==> config.mk <==
export PLATFORM = sky130hd
export DESIGN_NAME = branch_sequencer
export DESIGN_NICKNAME = d
export VERILOG_FILES = /design/src/rtl/branch_sequencer.sv
export SDC_FILE = /design/constraint.sdc
export NUM_CORES = 1
export LEC_CHECK = 0
export ABC_AREA = 1
export CAP_MARGIN = 0
export CORE_MARGIN = 3
export CORE_UTILIZATION = 35
export CTS_CLUSTER_SIZE = 16
export DETAILED_ROUTE_END_ITERATION = 6
export MAX_ROUTING_LAYER = met4
export PLACE_DENSITY = 0.58
export SYNTH_ARGS = -nofsm -noshare
export SYNTH_HDL_FRONTEND = slang
export SYNTH_SLANG_ARGS = --single-unit
==> constraint.sdc <==
create_clock -name clk -period 6.1 [get_ports clk]
set_input_delay 0.61 -clock clk [delete_from_list [all_inputs] [get_ports clk]]
set_output_delay 0.61 -clock clk [all_outputs]
set_load 0.01 [all_outputs]
==> src/rtl/branch_sequencer.sv <==
// Multi-cycle branch resolver: latches a branch, decodes it, compares the
// operands, then reports the taken decision and target with a fixed latency.
module branch_sequencer (
   input  logic        clk,
   input  logic        reset,
   input  logic        start,
   input  logic [5:0]  opcode,
   input  logic [31:0] rs_val,
   input  logic [31:0] rt_val,
   input  logic [31:0] pc_plus4,
   input  logic [15:0] imm16,
   output logic        busy,
   output logic        done,
   output logic        pc_write,
   output logic [31:0] pc_next,
   output logic        taken,
   output logic [1:0]  branch_ctrl,
   output logic        illegal,
   output logic [15:0] taken_count
);

   typedef enum logic [1:0] {IDLE, LATCH, COMPARE, RESOLVE} state_t;

   state_t      state;
   logic [5:0]  op_q;
   logic [31:0] rs_q;
   logic [31:0] rt_q;
   logic [31:0] pc4_q;
   logic [15:0] imm_q;
   logic        ill_q;
   logic        eq_q;
   logic        gt_q;
   logic [31:0] target_q;
   logic        cond;
   logic        commit;

   always_comb begin
      cond = 1'b0;
      case (branch_ctrl)
         2'b00: cond = eq_q;
         2'b01: cond = ~eq_q;
         2'b10: cond = ~gt_q;
         2'b11: cond = gt_q;
         default: cond = 1'b0;
      endcase
      commit = cond & ~ill_q;
   end

   // Operands are captured once at acceptance so later input changes cannot
   // disturb the branch in flight.
   always_ff @(posedge clk or posedge reset) begin
      if (reset) begin
         state       <= IDLE;
         busy        <= 1'b0;
         done        <= 1'b0;
         pc_write    <= 1'b0;
         taken       <= 1'b0;
         illegal     <= 1'b0;
         pc_next     <= 32'h0;
         branch_ctrl <= 2'b00;
         taken_count <= 16'h0;
         op_q        <= 6'h0;
         rs_q        <= 32'h0;
         rt_q        <= 32'h0;
         pc4_q       <= 32'h0;
         imm_q       <= 16'h0;
         ill_q       <= 1'b0;
         eq_q        <= 1'b0;
         gt_q        <= 1'b0;
         target_q    <= 32'h0;
      end else begin
         done     <= 1'b0;
         pc_write <= 1'b0;
         taken    <= 1'b0;
         illegal  <= 1'b0;
         case (state)
            IDLE: begin
               if (start) begin
                  op_q  <= opcode;
                  rs_q  <= rs_val;
                  rt_q  <= rt_val;
                  pc4_q <= pc_plus4;
                  imm_q <= imm16;
                  busy  <= 1'b1;
                  state <= LATCH;
               end
            end
            LATCH: begin
               // Only 0x04-0x07 are branches; anything else keeps the old select.
               if (op_q[5:2] == 4'b0001) begin
                  branch_ctrl <= op_q[1:0];
                  ill_q       <= 1'b0;
               end else begin
                  ill_q       <= 1'b1;
               end
               state <= COMPARE;
            end
            COMPARE: begin
               eq_q     <= (rs_q == rt_q);
               gt_q     <= ($signed(rs_q) > $signed(rt_q));
               target_q <= pc4_q + {{14{imm_q[15]}}, imm_q, 2'b00};
               state    <= RESOLVE;
            end
            RESOLVE: begin
               done     <= 1'b1;
               busy     <= 1'b0;
               pc_next  <= target_q;
               taken    <= commit;
               pc_write <= commit;
               illegal  <= ill_q;
               if (commit && (taken_count != 16'hFFFF))
                  taken_count <= taken_count + 16'd1;
               state    <= IDLE;
            end
            default: begin
               busy  <= 1'b0;
               state <= IDLE;
            end
         endcase
      end
   end

endmodule

==> impl_results.md, run 1 <==
- Worst hold-check path type: in2async
- Ys flop type: dfrtp_1
- Core area: 0.02987 mm^2
- Row Count: 63
- Register Area: 0.005230 mm^2
- WP data required: 6.47 ns
- Post-CTS Setup Bufs: 0
- Initial antenna violation count: 4
- Final net count: 1,719
- Detail Placement HPWL: 20.42 mm
- Register area share after synthesis: 48.88%
- Root Driver: clkbuf_16
- Clock Tree Buf Depth: 3
- Total number of vias: 8,989
- Layout cells sized above 1: 4.072%
- Filler cells: 3,042
- Inserted Clock Buffers: 24
- Design area: 0.01368 mm^2
- RSZ-0062 raised after global routing: no
- Clock skew: 0.01335 ns
- Fin crit share: 47.50%
- Initial drt markers: 611
- Worst path slowest cell: buf_4
- Drt pass-1 iters: 5
- Synthesized cell area: 0.01070 mm^2
- Post-layout minimum cycle time: 2.897 ns
- Boundary Pins: 176
- DR DRC count: 0
- Max Slew Vio Count: 0
- Max_cap viols: 0
- Die Span Y: 180.9 um
- Mapped Nets: 1,552
- Hold WS: 0.4698 ns
- Vias per inst: 4.631
- Status: complete, no violations
- # hold bufs at CTS: 0
- Area growth, synth to finish: 27.84%
- Power density over cell area: 514.9 mW/mm^2
- Setup CP Type: reg2reg
- Cts repair resizes: 0
- DIE AREA: 0.03271 mm^2
- First-pass GRT wire length: 45.99 mm
- CTS tree: yes
- Post-synth EDFFs: 0
- Final GP Congestion: 0.8410
- Unique cell type count in the Yosys netlist: 36
- Total grt overflow: 0
- #FFs+latches synth: 209
- Vias in the first global route: 8,900
- H-Tree Level Count: 1
- Routed wire length: 27.93 mm
- Yosys warns: 0
- I/O Buffers: 175
- Cells after synthesis: 1,364
- Fmax: 345.1 MHz
- Worst vdd ir: 0.0002253 V
- Initial core utilization: 35.82%
- Worst slew pin tran: 1.044 ns
- Wire length per cell: 14.39 um
- Setup TNS: 0 ns
- Critical path cell sequence: inv_1 -> ha_1 -> nand2_2 -> buf_4 -> inv_4 -> buf_4 -> o21ai_0
- Critical Path Most Common Cell: buf_4
- GRT Resource Usage Total: 17.47%
- Leak: 6.964 nW
- Multi-input gate area: 0.004848 mm^2
- Synth async-reset ratio: 100.0%
- Crit-path max FO: 83
- Syn avg cell area: 7.845 um^2
- CP endpoint kind: flip-flop
- Routed Antenna Nets: 0
- Tot Pwr: 7.044 mW
- Worst slew margin: 30.41%
- CP max stage delay: 0.71 ns
- Clock Pin Slew Worst Setup and Hold Paths: 0.06 ns
- Worst EP arrival: 3.27 ns
- DP Area: 0.01286 mm^2
- CTS Sinks: 209
- Critical path launch point type: flip-flop
- Clock latency on the worst-skew pair: 0.52 ns
- Setup violators final: 0
- Largest net degree at the start of global routing: 188
- Final Hold Viols: 0
- Die width: 180.9 um
[worst paths after layout]
check	start	end	slack, ns	cells past startpoint
worst max-delay path	state[0]	rt_q[31]	3.20	7
worst min-delay path	reset	taken_count[13]	0.47	2
worst max register to register	state[0]	rt_q[31]	3.20	7
worst min register to register	pc_next[20]	pc_next[20]	0.47	2
max in group asynchronous	reset	rt_q[30]	4.26	3
min in group clk	pc_next[20]	pc_next[20]	0.47	2
[sequential cells by signal (all words and copies together), names as in the netlist, 6 cells and up]
register and count:
pc_next 32, pc4_q 32, taken_count 16, rs_q 32
target_q 32, op_q 6, rt_q 32, imm_q 16
[per-stage QoR]
| step | cells | utilization, % | setup WS (ns) |
|---|---|---|---|
| 2_1_floorplan | 1364 | - | 2.776 |
| 3_3_place_gp | 1895 | 43.03 | 2.793 |
| 3_5_place_dp | 1895 | 43.03 | 2.719 |
| 4_1_cts | 1937 | 45.76 | 3.164 |
| 5_1_grt | 1941 | 45.79 | 2.904 |
| 6_report | 1941 | 45.79 | 3.203 |
[cell type report]
cell class | instances | area share (%)
antenna | 4 | 0.07317
clock buffer | 34 | 5.177
clock inverter | 8 | 0.7683
timing repair buffer | 182 | 13.28
sequential | 209 | 38.23
tap | 390 | 3.567
inverter | 123 | 3.457
multi-input combinational | 991 | 35.44
[report_power, final]
| group | internal (mW) | total, mW | leakage [nW] | switching (mW) |
|---|---|---|---|---|
| Clock | 0.891 | 1.47 | 0.405 | 0.581 |
| Sequential | 1.99 | 2.33 | 2.63 | 0.338 |
| Combinational | 1.25 | 3.24 | 3.93 | 1.99 |
| Total | 4.14 | 7.04 | 6.96 | 2.91 |
[per-layer routing]
layer	part of all wire [%]	vias to the layer above	track usage [%]
li1	-	4630	-
met1	49	4124	24.74
met2	43	204	26.21
met3	6.2	31	3.342
met4	1.7	0	3.807
met5	0	-	-
[worst max-delay path: cells and delay by family (launching register included)]
family	cells	cell delay, ns
buffers and inverters	4	1.80
adders and majority gates	1	0.19
AOI/OAI and AO/OA	1	0.18
and+or+nand+nor	1	0.05
DFF	1	0.40
[synthesized netlist by cell type (2+ instances only)]
| cell type | number | area (um^2) |
|---|---|---|
| nor2_1 | 58 | 217.7 |
| nor4_1 | 3 | 18.77 |
| nand2_2 | 2 | 12.51 |
| a21oi_1 | 48 | 240.2 |
| nor2_4 | 2 | 22.52 |
| nand4_1 | 8 | 50.05 |
| o21ai_0 | 83 | 415.4 |
| nand3_1 | 48 | 240.2 |
| o21a_1 | 3 | 22.52 |
| nand3b_1 | 6 | 45.04 |
| o22ai_1 | 2 | 12.51 |
| xor2_1 | 13 | 113.9 |
| nand3_2 | 2 | 20.02 |
| o21bai_1 | 2 | 15.01 |
| ha_1 | 66 | 825.8 |
| nand2_1 | 613 | 2301 |
| dfrtp_1 | 209 | 5230 |
| buf_1 | 5 | 18.77 |
| nand2_4 | 3 | 33.78 |
| nor3_1 | 6 | 30.03 |
| clkbuf_1 | 35 | 131.4 |
| xnor2_1 | 12 | 105.1 |
| inv_1 | 122 | 457.9 |
[cells by family (layout without fill, tap and decap cells)]
group,after synthesis,count (layout),share of synthesized area [%]
AOI/OAI and AO/OA,145,145,7.074
xor gates and xnor gates,25,25,2.046
adders and majority gates,67,67,7.905
buffers and inverters,164,347,5.835
DFF,209,209,48.88
other,0,4,0
and+or+nand+nor,754,754,28.26
[layout by cell type, fill, tap and decap left out, types with 4 or more instances in the layout]
master | synthesis | layout
a21oi_1 | 48 | 48
buf_4 | 1 | 6
clkbuf_16 | 0 | 24
clkbuf_8 | 0 | 7
clkdlybuf4s50_1 | 0 | 175
clkinv_2 | 0 | 4
dfrtp_1 | 209 | 209
diode_2 | 0 | 4
ha_1 | 66 | 66
inv_1 | 122 | 120
nand2_1 | 613 | 612
nand3_1 | 48 | 48
nand3b_1 | 6 | 6
nand4_1 | 8 | 8
nor2_1 | 58 | 58
nor3_1 | 6 | 6
o21ai_0 | 83 | 83
xnor2_1 | 12 | 12
xor2_1 | 13 | 13
Note: power is estimated with default switching activity, not from simulation.
==> inputs of run 2 (changes only) <==
PLACE_DENSITY = 0.56   (was 0.58)
clock period = 2.75 ns   (was 6.1 ns; I/O delays follow)
==> run 2 against run 1 <==
  * Clock-buffer cell count increased by 2
  * Clock skew shrank 0.0039 ns
  * Sequential power rose by 120%
  * Highest routed layer unchanged
  * Power rose by 120%
  * Largest cell class unchanged
  * Critical path depth is 3 higher
  * Sequential share of layout area shrank 0.26 points
  * Setup slack lost 2.8 ns
  * Core utilization rose by 0.31 points
==> impl_results.md, run 2 (synthesized netlist as in run 1, its figures left out) <==
- Status: complete, no violations
- Worst slew margin: 39.75%
- Root Driver: clkbuf_16
- Post-CTS Setup Bufs: 0
- Worst EP arrival: 2.81 ns
- GRT Resource Usage Total: 17.75%
- Area growth, synth to finish: 28.71%
- Layout cells sized above 1: 4.314%
- Vias in the first global route: 8,780
- CTS tree: yes
- H-Tree Level Count: 1
- Worst setup margin: 0.4046 ns
- Detail Placement HPWL: 21.41 mm
- Routed wire length: 28.42 mm
- # hold bufs at CTS: 0
- Filler cells: 2,982
- Clock Tree Buf Depth: 3
- CP endpoint kind: flip-flop
- Non-filler cells, final: 1,948
- I/O Buffers: 175
- WP data required: 3.22 ns
- Fmax: 426.4 MHz
- Worst vdd ir: 0.0004924 V
- Clock skew: 0.009480 ns
- Pre-CTS WS: 0.4459 ns
- Initial antenna violation count: 5
- First-pass GRT wire length: 46.45 mm
- Crit-path max FO: 16
- Fin crit share: 85.29%
- Most frequent cells in the layout: 612 x nand2_1, 209 x dfrtp_1, 175 x clkdlybuf4s50_1
- Clock Pin Slew Worst Setup and Hold Paths: 0.06 ns
- Die width: 180.9 um
- Final net count: 1,724
- Routed Antenna Nets: 0
- Initial drt markers: 523
- Largest net degree at the start of global routing: 83
- Setup CP Type: reg2reg
- Drt pass-1 iters: 5
- Setup violators final: 0
- Clock latency on the worst-skew pair: 0.53 ns
- Core area: 0.02987 mm^2
- Vias per inst: 4.587
- Post-layout minimum cycle time: 2.345 ns
- Leak: 7.004 nW
- Worst slew pin tran: 0.9038 ns
- Final Hold Viols: 0
- Die Span Y: 180.9 um
- Most common cell after layout, fill and taps aside: nand2_1
- Worst hold-check path type: in2async
- CTS Sinks: 209
- Placed cell count: 1,899
- DIE AREA: 0.03271 mm^2
- Max_cap viols: 0
- Total grt overflow: 0
- Final GP Congestion: 0.8967
- RSZ-0062 raised after global routing: no
- Initial core utilization: 35.82%
- Max Slew Vio Count: 0
- Cts repair resizes: 0
- Boundary Pins: 176
- Total number of vias: 8,935
- Critical path launch point type: flip-flop
- Inserted Clock Buffers: 25
- Row Count: 63
- Power density over cell area: 1136 mW/mm^2
- Setup TNS: 0 ns
- Wire length per cell: 14.59 um
- DR DRC count: 0
run 2: changes by cell type in the layout (fill, tap and decap cells not counted), sizes merged:
cell,previous run,this run
buf,7,11
inv,122,123
diode,4,5
clkbuf,34,36
bufinv,2,1
run 2: worst max-delay path: stages, from the launching register on:
cell     delay (ns)
dfrtp_1        0.70
ha_1           0.39
a21oi_1        0.23
o21ai_0        0.17
inv_1          0.08
nand2_1        0.09
a21oi_1        0.24
nand2_1        0.08
nand2_1        0.07
nand3_1        0.13
nand2_1        0.10
run 2: path summary, 6_finish.rpt:
| path | startpoint | end | slack, ns | depth (start not counted) |
|---|---|---|---|---|
| worst min register to register | pc_next[5] | pc_next[5] | 0.47 | 2 |
| worst max register to register | imm_q[15] | target_q[28] | 0.40 | 10 |
| min in group clk | pc_plus4[24] | pc4_q[24] | 0.27 | 3 |
| worst max-delay path | imm_q[15] | target_q[28] | 0.40 | 10 |
| max in group asynchronous | reset | pc_next[26] | 2.05 | 3 |
| worst min-delay path | reset | branch_ctrl[1] | 0.05 | 2 |
run 2: stage by stage:
step                hold slack [ns]  cell area (um^2)  total power, mW  utilization, %
floorplan                    0.3846             10700            10.03               -
global route                0.03370             13770            17.17           46.10
detailed placement           0.4594             12950            12.51           43.34
global placement             0.4564             12950            12.43           43.34
CTS                         0.01751             13760            15.85           46.06
finish                      0.04560             13770            15.64           46.10
run 2: per-layer routing:
metal / GRT usage (%) / up-vias / wire (um)
li1: - / 4648 / -
met1: 25.97 / 4062 / 14500
met2: 25.96 / 183 / 11950
met3: 2.658 / 42 / 1391
met4: 4.360 / 0 / 582
met5: - / - / 0
run 2: final cells by class:
class / instances / area [um^2] / share of cell area, %
diodes: 5 / 12.51 / 0.09085
clock buffers: 36 / 726.9 / 5.278
clock inverters: 8 / 83.83 / 0.6087
inverters: 123 / 473.0 / 3.434
multi-input cells: 991 / 4848 / 35.20
flip-flops and latches: 209 / 5230 / 37.98
well taps: 390 / 488.0 / 3.543
repair buffers: 186 / 1909 / 13.86
run 2: where the power goes:
part / switching (mW) / leakage (nW) / internal (mW)
logic: 4.39 / 3.97 / 2.81
clock network: 1.30 / 0.405 / 1.93
registers: 0.800 / 2.63 / 4.42
